**config.mk**
```make
export PLATFORM = sky130hd
export DESIGN_NAME = controlador_paridade
export DESIGN_NICKNAME = d
export VERILOG_FILES = /design/src/rtl/controlador_paridade.sv
export SDC_FILE = /design/constraint.sdc
export NUM_CORES = 1
export LEC_CHECK = 0
export CAP_MARGIN = 20
export CELL_PAD_IN_SITES_DETAIL_PLACEMENT = 2
export CELL_PAD_IN_SITES_GLOBAL_PLACEMENT = 2
export CORE_ASPECT_RATIO = 0.75
export CORE_MARGIN = 1.5
export CORE_UTILIZATION = 31
export CTS_CLUSTER_DIAMETER = 200
export DETAILED_ROUTE_END_ITERATION = 16
export PLACE_DENSITY = 0.71
export SYNTH_ARGS = -nofsm -noshare
export SYNTH_HDL_FRONTEND = slang
export SYNTH_SLANG_ARGS = --single-unit
```
**constraint.sdc**
```tcl
create_clock -name clk -period 4.85 [get_ports clk]
set_clock_uncertainty 0.2 [all_clocks]
set_input_delay 0.97 -clock clk [delete_from_list [all_inputs] [get_ports clk]]
set_output_delay 0.97 -clock clk [all_outputs]
set_load 0.005 [all_outputs]
```
**src/rtl/controlador_paridade.sv**
```systemverilog
// rtl/controlador_paridade.sv - serial 5+1 bit frame receiver with parity check and saturating error counter
// Frame order on din: b1..b5 then bp; dado[4]=b1 ... dado[0]=b5.
module controlador_paridade #(
  parameter int PARIDADE = 0,
  parameter int WC       = 4
) (
  input  logic          clk,
  input  logic          rst,
  input  logic          start,
  input  logic          din,
  input  logic          din_valid,
  input  logic          clr,
  output logic          busy,
  output logic          done,
  output logic          erro,
  output logic [4:0]    dado,
  output logic [WC-1:0] cont_erros
);

  typedef enum logic [1:0] {IDLE, RECEBE, FIM} estado_t;

  localparam logic          PAR_ALVO = (PARIDADE != 0);
  localparam logic [WC-1:0] CONT_MAX = '1;

  estado_t       estado_q, estado_d;
  logic [2:0]    idx_q, idx_d;
  logic [4:0]    shift_q, shift_d;
  logic          par_q, par_d;
  logic          busy_q, busy_d;
  logic          done_q, done_d;
  logic          erro_q, erro_d;
  logic [4:0]    dado_q, dado_d;
  logic [WC-1:0] cont_q, cont_d;

  always_comb begin
    estado_d = estado_q;
    idx_d    = idx_q;
    shift_d  = shift_q;
    par_d    = par_q;
    busy_d   = busy_q;
    done_d   = 1'b0;
    erro_d   = erro_q;
    dado_d   = dado_q;
    cont_d   = cont_q;

    case (estado_q)
      IDLE: begin
        if (start) begin
          estado_d = RECEBE;
          idx_d    = 3'd0;
          par_d    = 1'b0;
          busy_d   = 1'b1;
        end
      end
      RECEBE: begin
        if (din_valid) begin
          par_d = par_q ^ din;
          if (idx_q == 3'd5) begin
            // Only a complete frame reaches the visible result registers.
            estado_d = FIM;
            busy_d   = 1'b0;
            done_d   = 1'b1;
            dado_d   = shift_q;
            erro_d   = ((par_q ^ din) != PAR_ALVO);
            if (erro_d && (cont_q != CONT_MAX)) begin
              cont_d = cont_q + 1'b1;
            end
          end else begin
            shift_d = {shift_q[3:0], din};
            idx_d   = idx_q + 3'd1;
          end
        end
      end
      FIM: begin
        estado_d = IDLE;
      end
      default: begin
        estado_d = IDLE;
        busy_d   = 1'b0;
      end
    endcase

    if (clr) begin
      cont_d = '0;
    end
  end

  always_ff @(posedge clk or posedge rst) begin
    if (rst) begin
      estado_q <= IDLE;
      idx_q    <= 3'd0;
      shift_q  <= 5'd0;
      par_q    <= 1'b0;
      busy_q   <= 1'b0;
      done_q   <= 1'b0;
      erro_q   <= 1'b0;
      dado_q   <= 5'd0;
      cont_q   <= '0;
    end else begin
      estado_q <= estado_d;
      idx_q    <= idx_d;
      shift_q  <= shift_d;
      par_q    <= par_d;
      busy_q   <= busy_d;
      done_q   <= done_d;
      erro_q   <= erro_d;
      dado_q   <= dado_d;
      cont_q   <= cont_d;
    end
  end

  assign busy       = busy_q;
  assign done       = done_q;
  assign erro       = erro_q;
  assign dado       = dado_q;
  assign cont_erros = cont_q;

endmodule

```
==> impl_results.md, run 1 <==
* Status: finished, final reports clean
* Period utilization at 53.5%
* Mapped Cells at 87
* Initial Util at 32.3%
* Initial antenna violation count at 0
* Synth area leaders: dfrtp_1, mux2_2, ha_1
* DRC viols at 0
* Setup CP Type: in2reg
* TNS Setup at 0 ns
* Power Total at 0.700 mW
* Post-synthesis sequential area ratio at 54.6%
* Die area at 3770 sq um
* Vias/cell at 4.99
* Flops & latches, synth at 23
* Placer congestion estimate at roughly 0.74
* H-tree Lvls at 1
* Place WS at 1.98 ns
* Type of origin of the critical path: input pin
* Pre-antenna DRT Iters at 1
* Avg Inst Size Synth at around 12 sq um
* Clk sinks at 23
* PwrDens at around 530 nW/um^2
* Post-synth top area share at 54.6%
* Max-slew violation count at 0
* Synth Net Count at 96
* Largest area contributor in the netlist: dfrtp_1
* Die Y at between 50 and 60 um
* MaxCap Viol Count at 0
* Detailed-route wire length per cell at 15.5 um
* Crit Path Max Fanout at 6
* Number of global-route vias before repair at roughly 820
* Global route overflow at 0
* Tightest Pin Transition at 0.872 ns
* Cell area after placement at 1270 sq um
* Synth cell types at 29
* Fin worst setup slack at 2.26 ns
* Asr flop ratio synth at 100%
* CTS buffer count at 3
* Ports at 18
* CP required at roughly 4.8 ns
* Worst IR Drop VDD at roughly 0.00022 V
* Max Freq at 0.385 GHz
* Relative slew margins at a little over two fifths
* DRT antenna net count at 0
* Post-route design area at 1320 sq um
* Worst path arrival time at roughly 2.5 ns
* Synthesized area at 1050 sq um
* Hold WS at 0.321 ns
* Post-CTS Setup Inserts at 0
* Num rows at 18
* Clock tree from TritonCTS: built
* DP HPWL at 1690 um
* Antenna Cells at 0
* CP Capture Type: flip-flop
* Hold-fix buffers, CTS at 0
* CTS root buffer: clkbuf_8
* Resize count post-CTS at 0
* Post-synth EDFFs at 0
* Placeable Area at roughly 3300 sq um
* Final WL at 2280 um
* Largest net degree at the start of global routing at 24
* Port Buffers at 17
* Hold Fails Final Rpt at 0
* Tmin final at 2.59 ns
* Share of layout cells above drive strength 1 at between 15 and 20%
* Reg clk slew, reported paths at 0.08 ns
* Global Route Usage Sum at 13.7%
* Maximum clock path buffer count at 2
* LEAKAGE at 0.575 nW
* First DRT Iteration DRCs at 0
* Die Span X at 70.4 um
* Top_reg_cell synth: dfrtp_1
* Clock Latency Late Sink at between 0.2 and 0.3 ns
* Vias post-DR at 733
* Min-Delay Path Class: reg2reg
* Final setup vio count at 0
* Nets at 117
* Synth Warn # at 0
* Area delta synth->final at 24.9%
* Top-count cell post-synth: dfrtp_1
* Unrepaired setup endpoints after global routing: false
* Global-route wire length before repair at around 4000 um
* Commonest cells in the synthesized netlist: dfrtp_1, mux2_2, nor2_1
-- metrics by stage --
stage                     util [%]  instances
after CTS                     40.3        147
final                         40.3        147
after floorplan                  -         87
after global placement        38.9        143
after detailed placement      38.9        143
after global routing          40.3        147
-- layout by cell type (no fill, tap or decap), types with 2 or more instances in the layout --
cell type and n:
dfrtp_1 23, clkdlybuf4s50_1 17, mux2_2 10, nor2_1 8, a21oi_1 4, inv_1 4
nand2_1 4, xnor2_1 3, o21ai_0 3, mux2i_1 3, ha_1 3, clkbuf_8 3
o2bb2ai_1 2, nor3_1 2, and3_1 2
-- cells by family after synthesis --
| kind of cell | synth area share (%) |
|---|---|
| XOR/XNOR | 2.49 |
| AND/OR/NAND/NOR | 16.0 |
| adder cells (fa/ha/maj) | 3.56 |
| AO/OA/AOI/OAI | 8.07 |
| multiplexers | 13.5 |
| buffers and inverters | 1.78 |
| flip-flops | 54.6 |
-- critical path, stage by stage --
cell and delay (ns):
clkdlybuf4s50_1 0.61, nand3b_1 0.15, nor2_1 0.41, mux2_2 0.40
-- where the power goes --
group          leakage (nW)  switching [mW]  total (mW)  internal [mW]
Clock                0.0255          0.0594       0.117         0.0572
Sequential            0.284          0.0678       0.334          0.266
Combinational         0.265           0.102       0.250          0.148
Total                 0.575           0.229       0.700          0.471
-- path summary, 6_finish.rpt --
path | start | slack (ns) | endpoint | cells past startpoint
min reg2reg | dado[3] | 0.32 | dado[3] | 1
min in group asynchronous | rst | 0.99 | cont_erros[3] | 2
max in group asynchronous | rst | 2.92 | idx_q[1] | 2
min | dado[3] | 0.32 | dado[3] | 1
max | din_valid | 2.26 | shift_q[1] | 4
max reg2reg | idx_q[0] | 2.82 | shift_q[1] | 4
-- cell type report --
class                      instances  area, sq um
timing repair buffer              17          170
multi-input combinational         59          460
clock buffer                       3         41.3
inverter                           4         15.0
fill                             349         1950
clock inverter                     1         5.00
tap                               40         50.0
sequential                        23          576
-- metal layers --
layer / wire length (um) / track usage, % / part of all wire, % / vias up
li1: - / - / - / 349
met1: 1130 / 17.6 / 50 / 369
met2: 1040 / 23.7 / 46 / 13
met3: 89 / 4.00 / 3.9 / 2
met4: 12 / 1.92 / 0.53 / 0
met5: 0 / 0 / 0 / -
-- state kept, by name, indices dropped and copies added, names as in the netlist --
register and flops:
dado 5, shift_q 5, done 1, par_q 1, estado_q 2, cont_erros 4
idx_q 3, busy 1, erro 1
(Power assumes the default switching activity.)
==> run 2: changes to the inputs <==
==> constraint.sdc (replaced) <==
create_clock -name clk -period 2.5 [get_ports clk]
set_clock_uncertainty 0.2 [all_clocks]
set_input_delay 0.5 -clock clk [delete_from_list [all_inputs] [get_ports clk]]
set_output_delay 0.5 -clock clk [all_outputs]
set_load 0.005 [all_outputs]
==> run 2 against run 1 <==
Register-to-register slack worse by 2.2 ns. Power increased by 96%. First-iteration DRC count is 19 higher. Clock-buffer cell count unchanged. Sequential share of layout area decreased by 0.49 points. Non-clock buffer count is 2 higher. Flip-flop and latch count stayed put. Critical path depth did not move. Largest power group unchanged. Final cell count up 1.4%. Clock power increased by 100%.
==> impl_results.md, run 2 (synthesis results as in run 1) <==
* Setup CP Type: in2reg
* DP HPWL at 1750 um (+3.6%)
* TNS Setup at 0 ns (unchanged)
* Critical path's slowest cell: clkdlybuf4s50_1
* Fill cells at 342 (-2.0%)
* Clock tree from TritonCTS: built
* PwrDens at 1030 nW/um^2 (+94%)
* DRT antenna net count at 0 (unchanged)
* Pre-antenna DRT Iters at 2 (+1)
* Port Buffers at 17 (unchanged)
* Initial Util at 32.3% (unchanged)
* Global Route Usage Sum at 14.3% (+0.61 points)
* DRC viols at 0 (unchanged)
* Num rows at 18 (unchanged)
* H-tree Lvls at 1 (unchanged)
* Vias/cell at 5.05 (+1.2%)
* Clock Latency Late Sink at 0.27 ns (about the same)
* MaxCap Viol Count at 0 (unchanged)
* CP delay by family, top: buffers and inverters
* Post-CTS Setup Inserts at 0 (unchanged)
* Die Span X at 70.4 um (unchanged)
* Final WL at 2300 um (+0.97%)
* Initial antenna violation count at 0 (unchanged)
* LEAKAGE at 0.584 nW (+1.7%)
* Relative slew margins at 71.0% (+29 points)
* Fin worst setup slack at 0.413 ns (-1.84 ns)
* Worst path arrival time at 2.04 ns (-0.50 ns)
* Number of global-route vias before repair at 813 (-0.97%)
* Number of buffer and inverter stages on the critical path at 1 (unchanged)
* Ports at 18 (unchanged)
* Detailed-route wire length per cell at 15.4 um (-0.39%)
* Maximum clock path buffer count at 2 (unchanged)
* Unrepaired setup endpoints after global routing: false
* Max Freq at 0.479 GHz
* Cell Chain, Critical Path: clkdlybuf4s50_1, nand4_4, nor2_2, mux2_2
* Place WS at 0.116 ns (-1.86 ns)
* Placer congestion estimate at 0.722 (-2.7%)
* Type of origin of the critical path: input pin
* Die Y at 53.5 um (unchanged)
* Period utilization at 83.5%
* Tightest Pin Transition at 0.432 ns (-0.440 ns)
* Max-slew violation count at 0 (unchanged)
* Worst IR Drop VDD at 0.000367 V (+70%)
* DR top layer: met4
* Global-route wire length before repair at 4120 um (+3.5%)
* Reg clk slew, reported paths at 0.09 ns (about the same)
* Die area at 3770 sq um (unchanged)
* Metal3 WL at 102 um (+15%)
* Worst path max stage delay at 0.63 ns (+0.02 ns)
* Nets at 119 (+1.7%)
* Post-Route Utilization at 40.8% (+0.46 points)
* Hold-fix buffers, CTS at 0 (unchanged)
* Hold Fails Final Rpt at 0 (unchanged)
* First DRT Iteration DRCs at 19 (+19)
* Resize count post-CTS at 0 (unchanged)
* Min-Delay Path Class: reg2reg
* Placeable Area at 3270 sq um (unchanged)
* Commonest non-fill, non-tap cell in the layout: dfrtp_1
* Area delta synth->final at 26.3%
* Met1 WL at 1100 um (-3.2%)
* Share of layout cells above drive strength 1 at 17.4% (+1.5 points)
* CTS buffer count at 3 (unchanged)
* Crit Path Max Fanout at 8 (+2)
* CTS root buffer: clkbuf_8
* Final non-filler cell total at 149 (+1.4%)
* Antenna Cells at 0 (unchanged)
* Status: finished, final reports clean
* Most frequent cells in the layout: dfrtp_1, clkdlybuf4s50_1, mux2_2
* Routed wl met2 at 1090 um (+4.3%)
* Tmin final at about 2.1 ns
* Placed instance count at 145 (+1.4%)
* CP Capture Type: flip-flop
* Clk sinks at 23 (unchanged)
* Final setup vio count at 0 (unchanged)
* Vias post-DR at 752 (+2.6%)
* Global route overflow at 0 (unchanged)
* Largest net degree at the start of global routing at 24 (unchanged)
* CP required at 2.45 ns (-2.35 ns)
## run 2: through the flow
step	hold slack (ns)	power [mW]	area, sq um
6_report	0.314	1.37	1330
5_1_grt	0.340	1.48	1330
4_1_cts	0.315	1.40	1330
3_5_place_dp	0.298	1.16	1290
3_3_place_gp	0.290	1.12	1290
2_1_floorplan	0.275	0.917	1050
## run 2: path summary, 6_finish.rpt
path	end	cells after the start	slack [ns]	startpoint
setup / recovery	dado[0]	4	0.41	din_valid
hold / removal	shift_q[4]	1	0.31	shift_q[4]
setup reg to reg	dado[0]	5	0.59	idx_q[1]
hold reg to reg	shift_q[4]	1	0.31	shift_q[4]
max in group asynchronous	dado[4]	3	1.47	rst
min in group asynchronous	cont_erros[2]	3	0.40	rst
## run 2: final cells by class
type	instances	area (sq um)	share of cell area, %
Timing Repair Buffer	19	185	13.9
Sequential cell	23	576	43.2
Clock inverter	1	5.00	0.376
Tap cell	40	50.0	3.76
Inverter	4	15.0	1.13
Multi-Input combinational cell	59	460	34.6
Clock buffer	3	41.3	3.10
## run 2: report_power, final
group	internal [mW]	total, mW	switching, mW
combinational	0.296	0.496	0.199
sequential	0.515	0.639	0.124
clock	0.111	0.238	0.127
## run 2: worst register-to-register path, stage by stage, from the launching register on
cell	delay (ns)
dfrtp_1	0.42
inv_1	0.07
ha_1	0.22
nand4_4	0.16
nor2_2	0.33
mux2_2	0.39
## run 2: per-layer routing
layer / GRT usage, % / up-vias
met5: 0 / -
met4: 1.92 / 0
met3: 4.76 / 2
met2: 24.4 / 15
met1: 18.4 / 380
li1: - / 355
==> run 3: changes to the inputs <==
--- a/config.mk
+++ b/config.mk
@@ -10,10 +10,10 @@
 export CELL_PAD_IN_SITES_GLOBAL_PLACEMENT = 2
 export CORE_ASPECT_RATIO = 0.75
 export CORE_MARGIN = 1.5
-export CORE_UTILIZATION = 31
+export CORE_UTILIZATION = 30
 export CTS_CLUSTER_DIAMETER = 200
 export DETAILED_ROUTE_END_ITERATION = 16
-export PLACE_DENSITY = 0.71
+export PLACE_DENSITY = 0.72
 export SYNTH_ARGS = -nofsm -noshare
 export SYNTH_HDL_FRONTEND = slang
 export SYNTH_SLANG_ARGS = --single-unit
==> constraint.sdc (replaced) <==
create_clock -name clk -period 1.7 [get_ports clk]
set_clock_uncertainty 0.2 [all_clocks]
set_input_delay 0.34 -clock clk [delete_from_list [all_inputs] [get_ports clk]]
set_output_delay 0.34 -clock clk [all_outputs]
set_load 0.005 [all_outputs]
==> run 3 against run 2 <==
The run now ends with negative setup slack left. Routed wire length grew 35%. Flip-flop and latch count did not move. Largest cell class unchanged. Clock power is 47% higher. Critical path depth is 1 higher. Die area rose by 3.2%.
==> impl_results.md, run 3 (synthesis results as in run 1) <==
* MaxCap Viol Count at 0 (unchanged)
* Nets at 148 (+24%)
* FF-to-FF End: dado[2]
* Commonest non-fill, non-tap cell in the layout: buf_4
* Max-slew violation count at 0 (unchanged)
* Met3 Use GR at 3.87% (-0.89 points)
* CP required at 1.66 ns (-0.79 ns)
* Detailed-route wire length per cell at 17.5 um (+13%)
* Type of origin of the critical path: input pin
* Crit Path Max Fanout at 4 (-4)
* Unrepaired setup endpoints after global routing: true
* Tightest Pin Transition at 0.589 ns (+0.157 ns)
* Die Span X at 71.5 um (+1.6%)
* R2r startpoint: idx_q[1]
* Vias post-DR at 865 (+15%)
* Final setup vio count at 9 (+9)
* CP Capture Type: flip-flop
* Max Freq at around 0.55 GHz
* DRC viols at 0 (unchanged)
* DRT antenna net count at 0 (unchanged)
* Initial antenna violation count at 0 (unchanged)
* Final WL at 3110 um (+35%)
* Setup CP Type: in2reg
* Worst IR Drop VDD at 0.000468 V (+27%)
* CTS buffer count at 3 (unchanged)
* Global-route wire length before repair at 4550 um (+10%)
* Die area at 3880 sq um (+3.2%)
* Post-Route Utilization at 51.0% (+10 points)
* Failing checks: negative setup slack
* Vias/cell at 4.86 (-3.7%)
* Global route overflow at 0 (unchanged)
* Fill cells at 350 (+2.3%)
* Reg clk slew, reported paths at 0.09 ns (about the same)
* First DRT Iteration DRCs at 18 (-1)
* Hold-fix buffers, CTS at 0 (unchanged)
* Worst path arrival time at 1.77 ns (-0.27 ns)
* Clk sinks at 23 (unchanged)
* Hold Fails Final Rpt at 0 (unchanged)
* Fin worst setup slack at -0.103 ns (-0.517 ns)
* Reg2reg setup slack at -0.10 ns (-0.69 ns)
* Num rows at 18 (unchanged)
* Tmin final at 1.80 ns
* Clock Latency Late Sink at 0.26 ns (about the same)
* Area delta synth->final at 61.1%
* Share of layout cells above drive strength 1 at 41.3% (+24 points)
* Global route hottest layer: met2
* Largest net degree at the start of global routing at 24 (unchanged)
* Status: complete, but fails checks
* FF-to-FF path depth at 7 (+2)
* Pre-antenna DRT Iters at 5 (+3)
* Most frequent cells in the layout: buf_4, dfrtp_1, mux2_4
* Global routing met1 resource utilization at 21.0% (+2.6 points)
* Period utilization at 106%
* Number of global-route vias before repair at 918 (+13%)
* LEAKAGE at 0.835 nW (+43%)
* Port Buffers at 17 (unchanged)
* Maximum clock path buffer count at 2 (unchanged)
* Hold WS at 0.237 ns (-0.0769 ns)
* Min-Delay Path Class: in2async
* PwrDens at 1500 nW/um^2 (+45%)
* DP HPWL at 2000 um (+14%)
* Antenna Cells at 0 (unchanged)
* Placer congestion estimate at 0.703 (-2.7%)
* Clock tree from TritonCTS: built
* Met2 Use GR at 26.8% (+2.4 points)
* Die Y at 54.4 um (+1.6%)
* Global Route Usage Sum at 15.8% (+1.5 points)
* Placeable Area at 3330 sq um (+2.1%)
* Relative slew margins at 60.5% (-11 points)
* Ports at 18 (unchanged)
* Initial Util at 31.6% (-0.65 points)
* CTS root buffer: clkbuf_8
* H-tree Lvls at 1 (unchanged)
==> run 3: cell types whose count changed in the layout (fill, tap and decap cells not counted), moves of 3 or more <==
cell	previous run	this run
ha_1	3	0
clkdlybuf4s50_1	17	9
dlymetal6s2s_1	0	4
mux2_4	0	10
buf_6	0	4
dlygate4sd2_1	0	4
mux2_2	10	0
buf_4	2	25
nor2_4	0	3
==> run 3: repair_timing <==
item	in CTS	in global routing
gates resized for setup	9	26
pin swaps	4	8
endpoints found under the setup margin	21	22
buffers inserted	6	10
==> run 3: routing by layer <==
metal	up-vias	part of all wire (%)
li1	410	-
met1	439	47
met2	14	51
met3	2	2.5
met4	0	0.22
met5	-	0
==> run 3: worst max-delay path by stage <==
| stage | start | endpoint | slack, ns | cells after the start |
|---|---|---|---|---|
| floorplan | cont_erros[0] | cont_erros[2] | 0.003 | 5 |
| global placement | din_valid | cont_erros[3] | -0.35 | 5 |
| detailed placement | din_valid | cont_erros[2] | -0.40 | 5 |
| CTS | idx_q[1] | cont_erros[2] | -0.1 | 6 |
| global route | idx_q[1] | cont_erros[2] | -0.21 | 6 |
| finish | din | cont_erros[2] | -0.10 | 5 |
==> run 3: metrics by stage <==
step / std cells / setup TNS [ns] / power [mW] / instance area, sq um / worst slack [ns]
after floorplan: 87 / 0 / 1.36 / 1070 / 0.00323
after global placement: 159 / -5.30 / 1.77 / 1410 / -0.353
after detailed placement: 159 / -6.15 / 1.83 / 1410 / -0.399
after CTS: 169 / -0.665 / 2.24 / 1520 / -0.0973
after global routing: 178 / -1.84 / 2.74 / 1700 / -0.206
final: 178 / -0.746 / 2.54 / 1700 / -0.103
==> run 3: layout make-up <==
| type | instances | area (sq um) | area share, % |
|---|---|---|---|
| clock inverters | 1 | 5.00 | 0.295 |
| multi-input cells | 59 | 569 | 33.5 |
| well taps | 40 | 50.0 | 2.95 |
| flip-flops and latches | 23 | 576 | 33.9 |
| repair buffers | 48 | 443 | 26.1 |
| clock buffers | 3 | 41.3 | 2.43 |
| inverters | 4 | 15.0 | 0.884 |
==> run 3: power breakdown <==
group	internal [mW]	total (mW)	switching, mW	leakage [nW]
combinational	0.778	1.25	0.473	0.525
clock	0.164	0.349	0.185	0.0255
sequential	0.759	0.944	0.185	0.284
==> run 3: worst max-delay path: stages <==
cell and delay [ns]:
clkdlybuf4s50_1 0.45, xnor2_1 0.50, nor4_4 0.13, buf_4 0.16, a31o_1 0.19
==> variant, RTL diff (config.mk and constraints of run 3) <==
Change the parameter `WC` from 4 to 3.
--- a/src/rtl/controlador_paridade.sv
+++ b/src/rtl/controlador_paridade.sv
@@ -3,5 +3,5 @@
 module controlador_paridade #(
   parameter int PARIDADE = 0,
-  parameter int WC       = 4
+  parameter int WC       = 3
 ) (
   input  logic          clk,
Ports: changed (resized cont_erros); port bits go from 18 to 17. No check against the original RTL was run, so the function may have changed too.
==> variant against run 3 <==
- the run still ends with negative setup slack left
- synthesized area decreased by 3.3%
- worst hold slack got worse by 33 ps
- power decreased by 6.8%
- synthesized cell count decreased by 10%
- sequential power decreased by 2.8%
- routed wire length decreased by 11%
- die area decreased by 3.2%
- sequential share of layout area increased by 1.8 points
- sequential cell count decreased by 1
- cell area decreased by 9.3%
- first-iteration DRC count increased by 140%
- worst setup slack improved by 37 ps
- maximum frequency increased by 2.1%
- largest power group unchanged
- highest routed layer unchanged
==> variant: results (changes against run 3) <==
| Metric | Value |
|---|---|
| Status | finished with violations |
| Failing checks | negative setup slack |
| Vias | 734 (-15%) |
| Synth area leaders | dfrtp_1 54%, mux2_2 11%, mux2i_1 5.9%, ha_1 4.9%, nand2_1 2.6% |
| CP max FO | 3 (-1) |
| Die area | 3761 µm² (-3.2%) |
| Maximum VDD drop | 0.7103 mV (+52%) |
| Bufs w/o clock | 38 (-21%) |
| PnR worst setup slack | -66.30 ps (+36.98 ps) |
| Synth Area in Adders | 4.908% (+1.3 points) |
| DRT iter0 DRCs | 44 (+26) |
| Vias in the first global route | 841 (-8.4%) |
| Port Buffers | 16 (-1) |
| Seq/Total Area, Yosys | 53.99% (-0.58 points) |
| Hpwl dp | 1953 µm (-2.5%) |
| Delay-heaviest family, CP | simple AND/OR/NAND/NOR gates |
| First-pass GRT wire length | 4388 µm (-3.5%) |
| Buffering overhead | 22.89% (-3.2 points) |
| Layout cell share with drive strength beyond 1 | 40.34% (-0.97 points) |
| GPL Wtd Cong | 0.7421 (+5.6%) |
| Crit path from | idx_q[1]$_DFFE_PP0P_ |
| Place WS | -367.6 ps (+31.08 ps) |
| Placed insts | 148 (-6.9%) |
| Sum Neg Setup Slack | -422.6 ps (+323.3 ps) |
| DP Area | 1355 µm² (-4.0%) |
| CP max stage cell | dfrtp_1 |
| Syn Nets | 88 (-8.3%) |
| Count of multi-input gates | 51 (-14%) |
| Post-synthesis mux area share | 18.40% (+4.9 points) |
| Drt first pass iters | 3 (-2) |
| Leakage power | 0.7823 nW (-6.3%) |
| Crit path DAT | 1710 ps (-60 ps) |
| Non-Filler Cell Area, Final | 1541 µm² (-9.3%) |
| GRT Resource Usage Total | 16.39% (+0.62 points) |
| Final wirelength | 2772 µm (-11%) |
| Critical Path End | cont_erros[0]$_DFFE_PP0P_ |
| Synth cell count leaders | 22 x dfrtp_1, 10 x mux2_2, 7 x nand2_1 |
| Final number of setup-violating endpoints | 10 (+1) |
| Clock-cell share | 4.627% (+1.9 points) |
==> variant: cell types whose count changed in the layout (fill, tap and decap cells not counted), sizes merged, moves of 2 or more <==
cell / change
nor2: -5
clkdlybuf4s50: -4
nor3: -2
dlymetal6s2s: +3
xnor2: -2
a21oi: -4
o2bb2ai: -2
buf: -9
nand2b: +3
and3: -2
mux2i: +3
nand2: +4
==> variant: worst min-delay path by stage <==
stage | start | cells past startpoint | slack (ps) | endpoint
3_3_place_gp | dado[2]$_DFFE_PP0P_ | 1 | 290 | dado[2]$_DFFE_PP0P_
6_report | rst | 3 | 200 | dado[4]$_DFFE_PP0P_
2_1_floorplan | rst | 1 | 130 | busy$_DFFE_PP0P_
3_5_place_dp | dado[1]$_DFFE_PP0P_ | 1 | 300 | dado[1]$_DFFE_PP0P_
4_1_cts | rst | 3 | 220 | dado[4]$_DFFE_PP0P_
5_1_grt | rst | 3 | 240 | dado[4]$_DFFE_PP0P_
==> variant: where the power goes <==
| group | internal (mW) | switching, mW | total [mW] |
|---|---|---|---|
| Sequential | 0.732 | 0.186 | 0.918 |
| Clock | 0.315 | 0.175 | 0.489 |
| Combinational | 0.603 | 0.362 | 0.965 |
==> variant: cells by family after synthesis <==
group	count (synthesis)
and+or+nand+nor	23
DFF	22
muxes	17
AOI/OAI and AO/OA	6
buffers and inverters	5
adders and majority gates	4
xor gates and xnor gates	1
==> variant: tightest hold or removal path: cells and delay by family <==
family,cells,cell delay (ps)
buffers and inverters,3,720
==> variant: repair_timing <==
action	CTS	global route
buffers inserted	3	4
cloned	0	0
pin swaps	1	1
resized for setup	8	16
setup endpoints to repair	19	24
==> variant: per-layer routing <==
metal	track usage (%)	wire length, µm	part of all wire, %
met5	0	0	0
met4	5.769	27	0.97
met3	4.000	73	2.6
met2	29.09	1472	53
met1	19.65	1198	43
